<file path="config.mk">
export PLATFORM = sky130hd
export DESIGN_NAME = fifo_sync
export DESIGN_NICKNAME = d
export VERILOG_FILES = /design/src/rtl/fifo_sync.sv
export SDC_FILE = /design/constraint.sdc
export NUM_CORES = 1
export LEC_CHECK = 0
export ABC_AREA = 1
export CORE_UTILIZATION = 56
export CTS_CLUSTER_DIAMETER = 60
export CTS_CLUSTER_SIZE = 40
export DETAILED_ROUTE_END_ITERATION = 6
export PLACE_DENSITY = 0.79
export SYNTH_ARGS = -nofsm -noshare
export SYNTH_HDL_FRONTEND = slang
export SYNTH_SLANG_ARGS = --single-unit
</file>
<file path="constraint.sdc">
create_clock -name clk -period 3.1 [get_ports clk]
set_input_delay 0.465 -clock clk [delete_from_list [all_inputs] [get_ports clk]]
set_output_delay 0.465 -clock clk [all_outputs]
set_load 0.02 [all_outputs]
</file>
<file path="src/rtl/fifo_sync.sv">
// Synchronous FIFO with registered read data, registered status flags and
// sticky overflow/underflow reporting. Single clock domain.
module fifo_sync #(
  parameter int FIFO_WIDTH = 8,
  parameter int ADDR_WIDTH = 5,
  parameter int AF_LEVEL   = 28,
  parameter int AE_LEVEL   = 4
) (
  input  logic                  clk,
  input  logic                  rst,
  input  logic                  w_ena,
  input  logic [FIFO_WIDTH-1:0] w_data,
  input  logic                  r_ena,
  output logic [FIFO_WIDTH-1:0] r_data,
  output logic                  r_valid,
  output logic                  full,
  output logic                  empty,
  output logic                  almost_full,
  output logic                  almost_empty,
  output logic [ADDR_WIDTH:0]   count,
  output logic                  overflow,
  output logic                  underflow,
  input  logic                  clr_err
);

  localparam int CW    = ADDR_WIDTH + 1;
  localparam int DEPTH = 2 ** ADDR_WIDTH;

  localparam logic [CW-1:0] DEPTH_C = CW'(DEPTH);
  localparam logic [CW-1:0] AF_C    = CW'(AF_LEVEL);
  localparam logic [CW-1:0] AE_C    = CW'(AE_LEVEL);
  localparam logic [CW-1:0] ONE_C   = CW'(1);

  logic [FIFO_WIDTH-1:0] mem [DEPTH];

  logic [CW-1:0] wr_ptr;
  logic [CW-1:0] rd_ptr;
  logic [CW-1:0] count_nxt;
  logic          push_ok;
  logic          pop_ok;
  logic          overflow_nxt;
  logic          underflow_nxt;

  // Acceptance looks only at the registered flags, so a full FIFO rejects a
  // push even when a pop in the same cycle would have made room.
  assign push_ok = w_ena & ~full;
  assign pop_ok  = r_ena & ~empty;

  always_comb begin
    count_nxt = count;
    unique case ({push_ok, pop_ok})
      2'b10:   count_nxt = count + ONE_C;
      2'b01:   count_nxt = count - ONE_C;
      default: count_nxt = count;
    endcase
  end

  // Set has priority over clear.
  always_comb begin
    overflow_nxt  = overflow;
    underflow_nxt = underflow;
    if (clr_err) begin
      overflow_nxt  = 1'b0;
      underflow_nxt = 1'b0;
    end
    if (w_ena & full) begin
      overflow_nxt = 1'b1;
    end
    if (r_ena & empty) begin
      underflow_nxt = 1'b1;
    end
  end

  // Storage carries no reset.
  always_ff @(posedge clk) begin
    if (push_ok) begin
      mem[wr_ptr[ADDR_WIDTH-1:0]] <= w_data;
    end
  end

  always_ff @(posedge clk or posedge rst) begin
    if (rst) begin
      wr_ptr       <= '0;
      rd_ptr       <= '0;
      count        <= '0;
      r_data       <= '0;
      r_valid      <= 1'b0;
      full         <= 1'b0;
      empty        <= 1'b1;
      almost_full  <= 1'b0;
      almost_empty <= 1'b1;
      overflow     <= 1'b0;
      underflow    <= 1'b0;
    end else begin
      if (push_ok) begin
        wr_ptr <= wr_ptr + ONE_C;
      end
      if (pop_ok) begin
        r_data <= mem[rd_ptr[ADDR_WIDTH-1:0]];
        rd_ptr <= rd_ptr + ONE_C;
      end
      r_valid      <= pop_ok;
      count        <= count_nxt;
      full         <= (count_nxt == DEPTH_C);
      empty        <= (count_nxt == '0);
      almost_full  <= (count_nxt >= AF_C);
      almost_empty <= (count_nxt <= AE_C);
      overflow     <= overflow_nxt;
      underflow    <= underflow_nxt;
    end
  end

endmodule

</file>
==> impl_metrics.json, run 1 <==
{
  "critPathSlowestCell": "nor2_1",
  "final_antenna_net_count": 0,
  "clk_latency_ns": 0.50,
  "syn2layout_area_growth_pct": 10.8,
  "worst_path_most_repeated_cell": "nand2_1",
  "p_comb_share_pct": 37.0,
  "outcome": "complete, no violations",
  "pwr-share-seq_pct": 43.3,
  "antenna_found_initial": 0,
  "cts_made_buffers": 15,
  "htree_num_levels": 1,
  "grt_pass1_wl_microns": 41300,
  "ys_ff_latch": 287,
  "crit_arrival_ns": 2.74,
  "p_per_area_mw_per_mm2": 872,
  "grt_pass1_vias": 7414,
  "io_pins": 34,
  "rsz0062_at_grt": "no",
  "timing.rr.start": "rd_ptr[2]$_DFFE_PP0P_",
  "die_h_microns": 147,
  "maxClockFrequency_mhz": 436,
  "cp-start-kind": "flip-flop",
  "grt_use_total_pct": 25.3,
  "ff2ff_setup_slack_ns": 0.81,
  "drive_above_1_share_pct": 10.2,
  "setup_tns_ns": 0,
  "syn-num-nets": 983,
  "core-area_sq_mm": 0.0204,
  "cts_num_sinks": 287,
  "avgRoutedWirePerCell_microns": 20.7,
  "slowest_delay_ns": 0.91,
  "vias": 7678,
  "cp_num_buf_inv": 0,
  "skew_ns": 0.0264,
  "total_power_mw": 11.4,
  "min_to": "r_data[5]$_DFFE_PP0P_",
  "crit_type": "flip-flop to flip-flop",
  "period_share_pct": 73.9,
  "worst-r2r-cell-count": 7,
  "period_needed_ns": 2.29,
  "clockRootBuffer": "clkbuf_16",
  "finalMaxSlewViolations": 0,
  "drt-pass1-iter-count": 5,
  "finish.net_count": 1025,
  "routed_wl_microns": 26500,
  "setup-violations-final": 0,
  "path_cells": "nor2_1 -> nand2_1 -> nand2_1 -> a21oi_1 -> a21oi_1 -> nand2_1 -> nand2_1",
  "post-place-ws_ns": 0.350,
  "min-delay-start": "r_data[5]$_DFFE_PP0P_",
  "ys_warn_count": 0,
  "worst_pin_slew_ns": 1.06,
  "whs_path_depth": 2,
  "relSlewSlack_pct": 29.4,
  "clock_path_buffers": 3,
  "initial_core_util_pct": 57.5,
  "n_antenna_cell": 0,
  "dp_hpwl_microns": 16300,
  "cts_tree": "done",
  "grt-ovfl-total": 0,
  "synthesis.area_sq_mm": 0.0118,
  "place.gp.congestion": 0.913,
  "max_cap_violations": 0,
  "cts_hold_buffers": 0,
  "grt_max_degree": 133,
  "vias_per_cell": 5.98,
  "row_count": 52,
  "critPathMaxFanout": 24,
  "setup_ws_ns": 0.808,
  "clk_pin_slew_worst_paths_ns": 0.11,
  "synthDistinctLibCells": 31,
  "syn-instance-count": 963,
  "die-width_microns": 147,
  "post-route-cell-area_sq_mm": 0.0130,
  "drc": 0,
  "clockPowerShare_pct": 19.6,
  "hold_class": "flip-flop to flip-flop",
  "avgSynthCellArea_sq_um": 12.2,
  "switchingPower_mw": 4.44,
  "p_sw_share_pct": 39.1,
  "final_cell_mix": "edfxtp_1, nor2_1, o21ai_0",
  "cts_setup_buffers": 0,
  "drt_iter0_markers": 988,
  "dieArea_sq_mm": 0.0216,
  "mostFrequentLayoutCell": "edfxtp_1",
  "peakVddDrop_mv": 0.761,
  "cts_resized": 0,
  "critPathCaptureType": "flip-flop",
  "p_leak_nw": 4.45,
  "synth_seq_area_share_pct": 72.0,
  "power.internal_mw": 6.92,
  "timing.rr.end": "r_data[7]$_DFFE_PP0P_",
  "hold_viol": 0,
  "crit_family": "simple AND/OR/NAND/NOR gates",
  "worstPathRequired_ns": 3.55,
  "place_area_sq_mm": 0.0125,
  "cp_num_cells": 7,
  "io_buffers": 33
}
[worst min-delay path, cell delays in order, from the launching register on]
cell and delay [ns]:
dfrtp_1 0.36, nand2_1 0.05, nand2_1 0.06
[power groups by stage]
stage / Sequential [mW] / Combinational (mW) / Clock, mW
2_1_floorplan: 4.99 / 2.74 / 0
3_3_place_gp: 4.99 / 4.06 / 0
3_5_place_dp: 4.99 / 4.14 / 0
4_1_cts: 4.91 / 4.16 / 2.27
5_1_grt: 4.96 / 4.57 / 2.39
6_report: 4.92 / 4.21 / 2.23
[state kept, by name (all words and copies together) (netlist names), 5 cells and up]
signal	count
count	6
wr_ptr	5
rd_ptr	5
r_data	8
mem	256
[Yosys cell counts (all sizes together)]
library cell,count,area [sq um]
edfxtp,256,7690
nor2,201,773
o21ai,137,686
nand2,106,445
nand3,43,240
o22ai,35,225
o211ai,32,240
inv,30,113
dfrtp,29,726
clkbuf,28,105
buf,22,139
nand4,17,106
ha,7,87.6
xor2,7,61.3
a21oi,4,23.8
clkinv,3,11.3
dfstp,2,52.6
or2,2,12.5
xnor2,2,17.5
[per-layer routing]
metal | part of all wire, % | GRT usage (%) | wire [microns] | vias to the layer above
met2 | 48 | 39.9 | 12700 | 374
li1 | - | - | - | 3532
met1 | 41 | 36.7 | 10800 | 3713
met4 | 3.0 | 8.85 | 788 | 0
met3 | 8.3 | 3.01 | 2210 | 59
met5 | 0 | 0 | 0 | -
[worst max-delay path by stage]
| stage | from | end |
|---|---|---|
| global placement | w_ena | full$_DFF_PP0_ |
| global route | rd_ptr[2]$_DFFE_PP0P_ | r_data[7]$_DFFE_PP0P_ |
| CTS | full$_DFF_PP0_ | empty$_DFF_PP1_ |
| finish | rd_ptr[2]$_DFFE_PP0P_ | r_data[7]$_DFFE_PP0P_ |
| detailed placement | w_ena | empty$_DFF_PP1_ |
| floorplan | empty$_DFF_PP1_ | empty$_DFF_PP1_ |
[cell families (layout without fill, tap and decap cells)]
logic type / Yosys count / in the layout / synth area share, %
and+or+nand+nor: 369 / 369 / 13.4
buffers and inverters: 83 / 133 / 3.13
xor gates and xnor gates: 9 / 9 / 0.671
adders and majority gates: 7 / 7 / 0.745
AOI/OAI and AO/OA: 208 / 208 / 10.0
DFF: 287 / 287 / 72.0
[per-stage QoR]
stage          util [%]  hold slack [ns]  instances
2_1_floorplan         -            0.550        963
3_3_place_gp       61.4            0.467       1258
3_5_place_dp       61.4            0.466       1258
4_1_cts            63.8            0.502       1283
5_1_grt            63.8            0.535       1283
6_report           63.8            0.495       1283
[final cells by class]
class | count | area, sq um
clock inverters | 9 | 110
flip-flops and latches | 287 | 8470
clock buffers | 16 | 379
multi-input cells | 593 | 2920
fillers | 1529 | 7400
repair buffers | 75 | 683
well taps | 270 | 338
inverters | 33 | 125
(Power assumes the default switching activity.)
==> run 2: changes to the inputs <==
--- a/config.mk
+++ b/config.mk
@@ -6,11 +6,11 @@
 export NUM_CORES = 1
 export LEC_CHECK = 0
 export ABC_AREA = 1
-export CORE_UTILIZATION = 56
+export CORE_UTILIZATION = 55
 export CTS_CLUSTER_DIAMETER = 60
 export CTS_CLUSTER_SIZE = 40
 export DETAILED_ROUTE_END_ITERATION = 6
-export PLACE_DENSITY = 0.79
+export PLACE_DENSITY = 0.8
 export SYNTH_ARGS = -nofsm -noshare
 export SYNTH_HDL_FRONTEND = slang
 export SYNTH_SLANG_ARGS = --single-unit
==> constraint.sdc (replaced) <==
create_clock -name clk -period 2.1 [get_ports clk]
set_input_delay 0.315 -clock clk [delete_from_list [all_inputs] [get_ports clk]]
set_output_delay 0.315 -clock clk [all_outputs]
set_load 0.02 [all_outputs]
==> run 2 against run 1 <==
Effect of this change: combinational power up 62%; die area rose by 1.8%; critical path depth is 2 higher; hold slack got worse by 0.29 ns; sequential power increased by 45%; via count up 1.5%; routed wire length shrank 0.57%; sequential cell count unchanged; power increased by 53%; clock skew fell by 0.0025 ns; critical path type unchanged; cell area rose by 3.2%; first-iteration DRC count fell by 21%.
==> impl_metrics.json, run 2 (same netlist as run 1, synthesis figures left out) <==
{
  "period_needed_ns": 2.01,
  "die-width_microns": 148,
  "crit_arrival_ns": 2.43,
  "io_pins": 34,
  "p_sw_share_pct": 37.8,
  "outcome": "complete, no violations",
  "cts_made_buffers": 15,
  "dieArea_sq_mm": 0.0220,
  "grt_util_met1_pct": 34.5,
  "max_cap_violations": 0,
  "skew_ns": 0.0238,
  "hold_viol": 0,
  "grt_pass1_wl_microns": 40800,
  "antenna_found_initial": 1,
  "critPathMaxFanout": 33,
  "grt_use_total_pct": 24.5,
  "htree_num_levels": 1,
  "fin_cells": 1331,
  "drt_iter0_markers": 779,
  "clockPowerShare_pct": 19.9,
  "drive_above_1_share_pct": 13.9,
  "clock_path_buffers": 3,
  "crit_type": "flip-flop to flip-flop",
  "mostFrequentLayoutCell": "edfxtp_1",
  "switchingPower_mw": 6.59,
  "worst_pin_slew_ns": 0.760,
  "p_per_area_mw_per_mm2": 1300,
  "grt-ovfl-total": 0,
  "power.internal_mw": 10.8,
  "hold_class": "primary input to async pin",
  "core-area_sq_mm": 0.0210,
  "drc": 0,
  "rsz0062_at_grt": "no",
  "maxClockFrequency_mhz": 497,
  "p_comb_share_pct": 39.1,
  "routed_wl_microns": 26400,
  "initial_core_util_pct": 56.1,
  "vias": 7797,
  "finish.net_count": 1069,
  "relSlewSlack_pct": 49.2,
  "syn2layout_area_growth_pct": 14.4,
  "peakVddDrop_mv": 1.08,
  "finalMaxSlewViolations": 0,
  "vias_per_cell": 5.86,
  "grt_pass1_vias": 7472,
  "pwr-share-seq_pct": 41.0,
  "final_cell_mix": "edfxtp_1, nor2_1, o21ai_0",
  "row_count": 53,
  "grt_busiest_layer": "met2",
  "grtUsageMet3_pct": 4.57,
  "cts_tree": "done",
  "dp_hpwl_microns": 16300,
  "avgRoutedWirePerCell_microns": 19.8,
  "p_leak_nw": 4.72,
  "critPathCaptureType": "flip-flop",
  "place.gp.congestion": 0.891,
  "grt_max_degree": 67,
  "die_h_microns": 148,
  "setup-violations-final": 0,
  "n_antenna_cell": 0,
  "fin_util_pct": 64.1,
  "clk_latency_ns": 0.51,
  "period_share_pct": 95.8,
  "clockRootBuffer": "clkbuf_16",
  "placed_cells": 1305,
  "use_met2_pct": 38.5,
  "cp-start-kind": "flip-flop",
  "clk_pin_slew_worst_paths_ns": 0.12,
  "worstPathRequired_ns": 2.51,
  "largest_reg_flops": 256,
  "drt-pass1-iter-count": 6,
  "cts_num_sinks": 287,
  "io_buffers": 33,
  "setup_tns_ns": 0,
  "total_power_mw": 17.4,
  "final_antenna_net_count": 0
}
[run 2: cell count changes in the layout (fill, tap and decap cells not counted), sizes merged]
| cell | delta |
|---|---|
| buf | +43 |
| bufinv | +2 |
| clkdlybuf4s50 | -1 |
| clkinv | -1 |
| dlymetal6s2s | +1 |
| inv | -1 |
[run 2: power by group through the flow]
stage	Clock [mW]	Sequential [mW]	Combinational, mW
floorplan	0	7.37	4.05
global placement	0	7.24	6.43
detailed placement	0	7.25	6.58
CTS	3.50	7.13	6.63
global route	3.68	7.20	7.47
finish	3.47	7.15	6.81
[run 2: path summary, 6_finish.rpt]
kind                                          end  slack, ns                  start  depth (start not counted)
setup / recovery            r_data[0]$_DFFE_PP0P_       0.09  rd_ptr[0]$_DFFE_PP0P_                          9
hold / removal              rd_ptr[0]$_DFFE_PP0P_       0.20                    rst                          3
setup reg to reg            r_data[0]$_DFFE_PP0P_       0.09  rd_ptr[0]$_DFFE_PP0P_                          9
hold reg to reg             r_data[2]$_DFFE_PP0P_       0.50  r_data[2]$_DFFE_PP0P_                          2
max in group asynchronous  almost_empty$_DFF_PP1_       1.55                    rst                          3
min in group clk             overflow$_DFFE_PP0P_       0.40                clr_err                          2
[run 2: layout make-up]
type | instances | area [sq um]
well taps | 275 | 344
inverters | 33 | 126
flip-flops and latches | 287 | 8470
fillers | 1553 | 7510
clock inverters | 9 | 145
multi-input cells | 593 | 2920
repair buffers | 119 | 1060
clock buffers | 15 | 375
[run 2: routing by layer]
layer	up-vias	share of wire, %
li1	3623	-
met1	3748	40
met2	363	48
met3	61	9.4
met4	2	2.8
met5	-	0.049
[run 2: through the flow]
| stage | hold slack, ns | setup WS (ns) | area (sq um) |
|---|---|---|---|
| after CTS | 0.200 | 0.0127 | 13400 |
| final | 0.204 | 0.0877 | 13400 |
| after global routing | 0.254 | 0.00583 | 13400 |
| after global placement | 0.472 | -0.136 | 12900 |
| after detailed placement | 0.468 | -0.176 | 12900 |
| after floorplan | 0.414 | 0.182 | 11800 |
[run 2: worst max-delay path, stage by stage (launching register included)]
cell and delay, ns:
dfrtp_4 0.54, buf_16 0.20, nor2_1 0.12, nor2_1 0.04, o21ai_0 0.13, o21ai_0 0.19
o211ai_1 0.35, nand4_1 0.17, nand3_1 0.12, nand2_1 0.05
[run 2: repair_timing]
item                       in CTS  in global routing
setup endpoints to repair       0                  9
resized for setup               0                  6
setup buffers                   0                  1
hold buffers                    0                  0
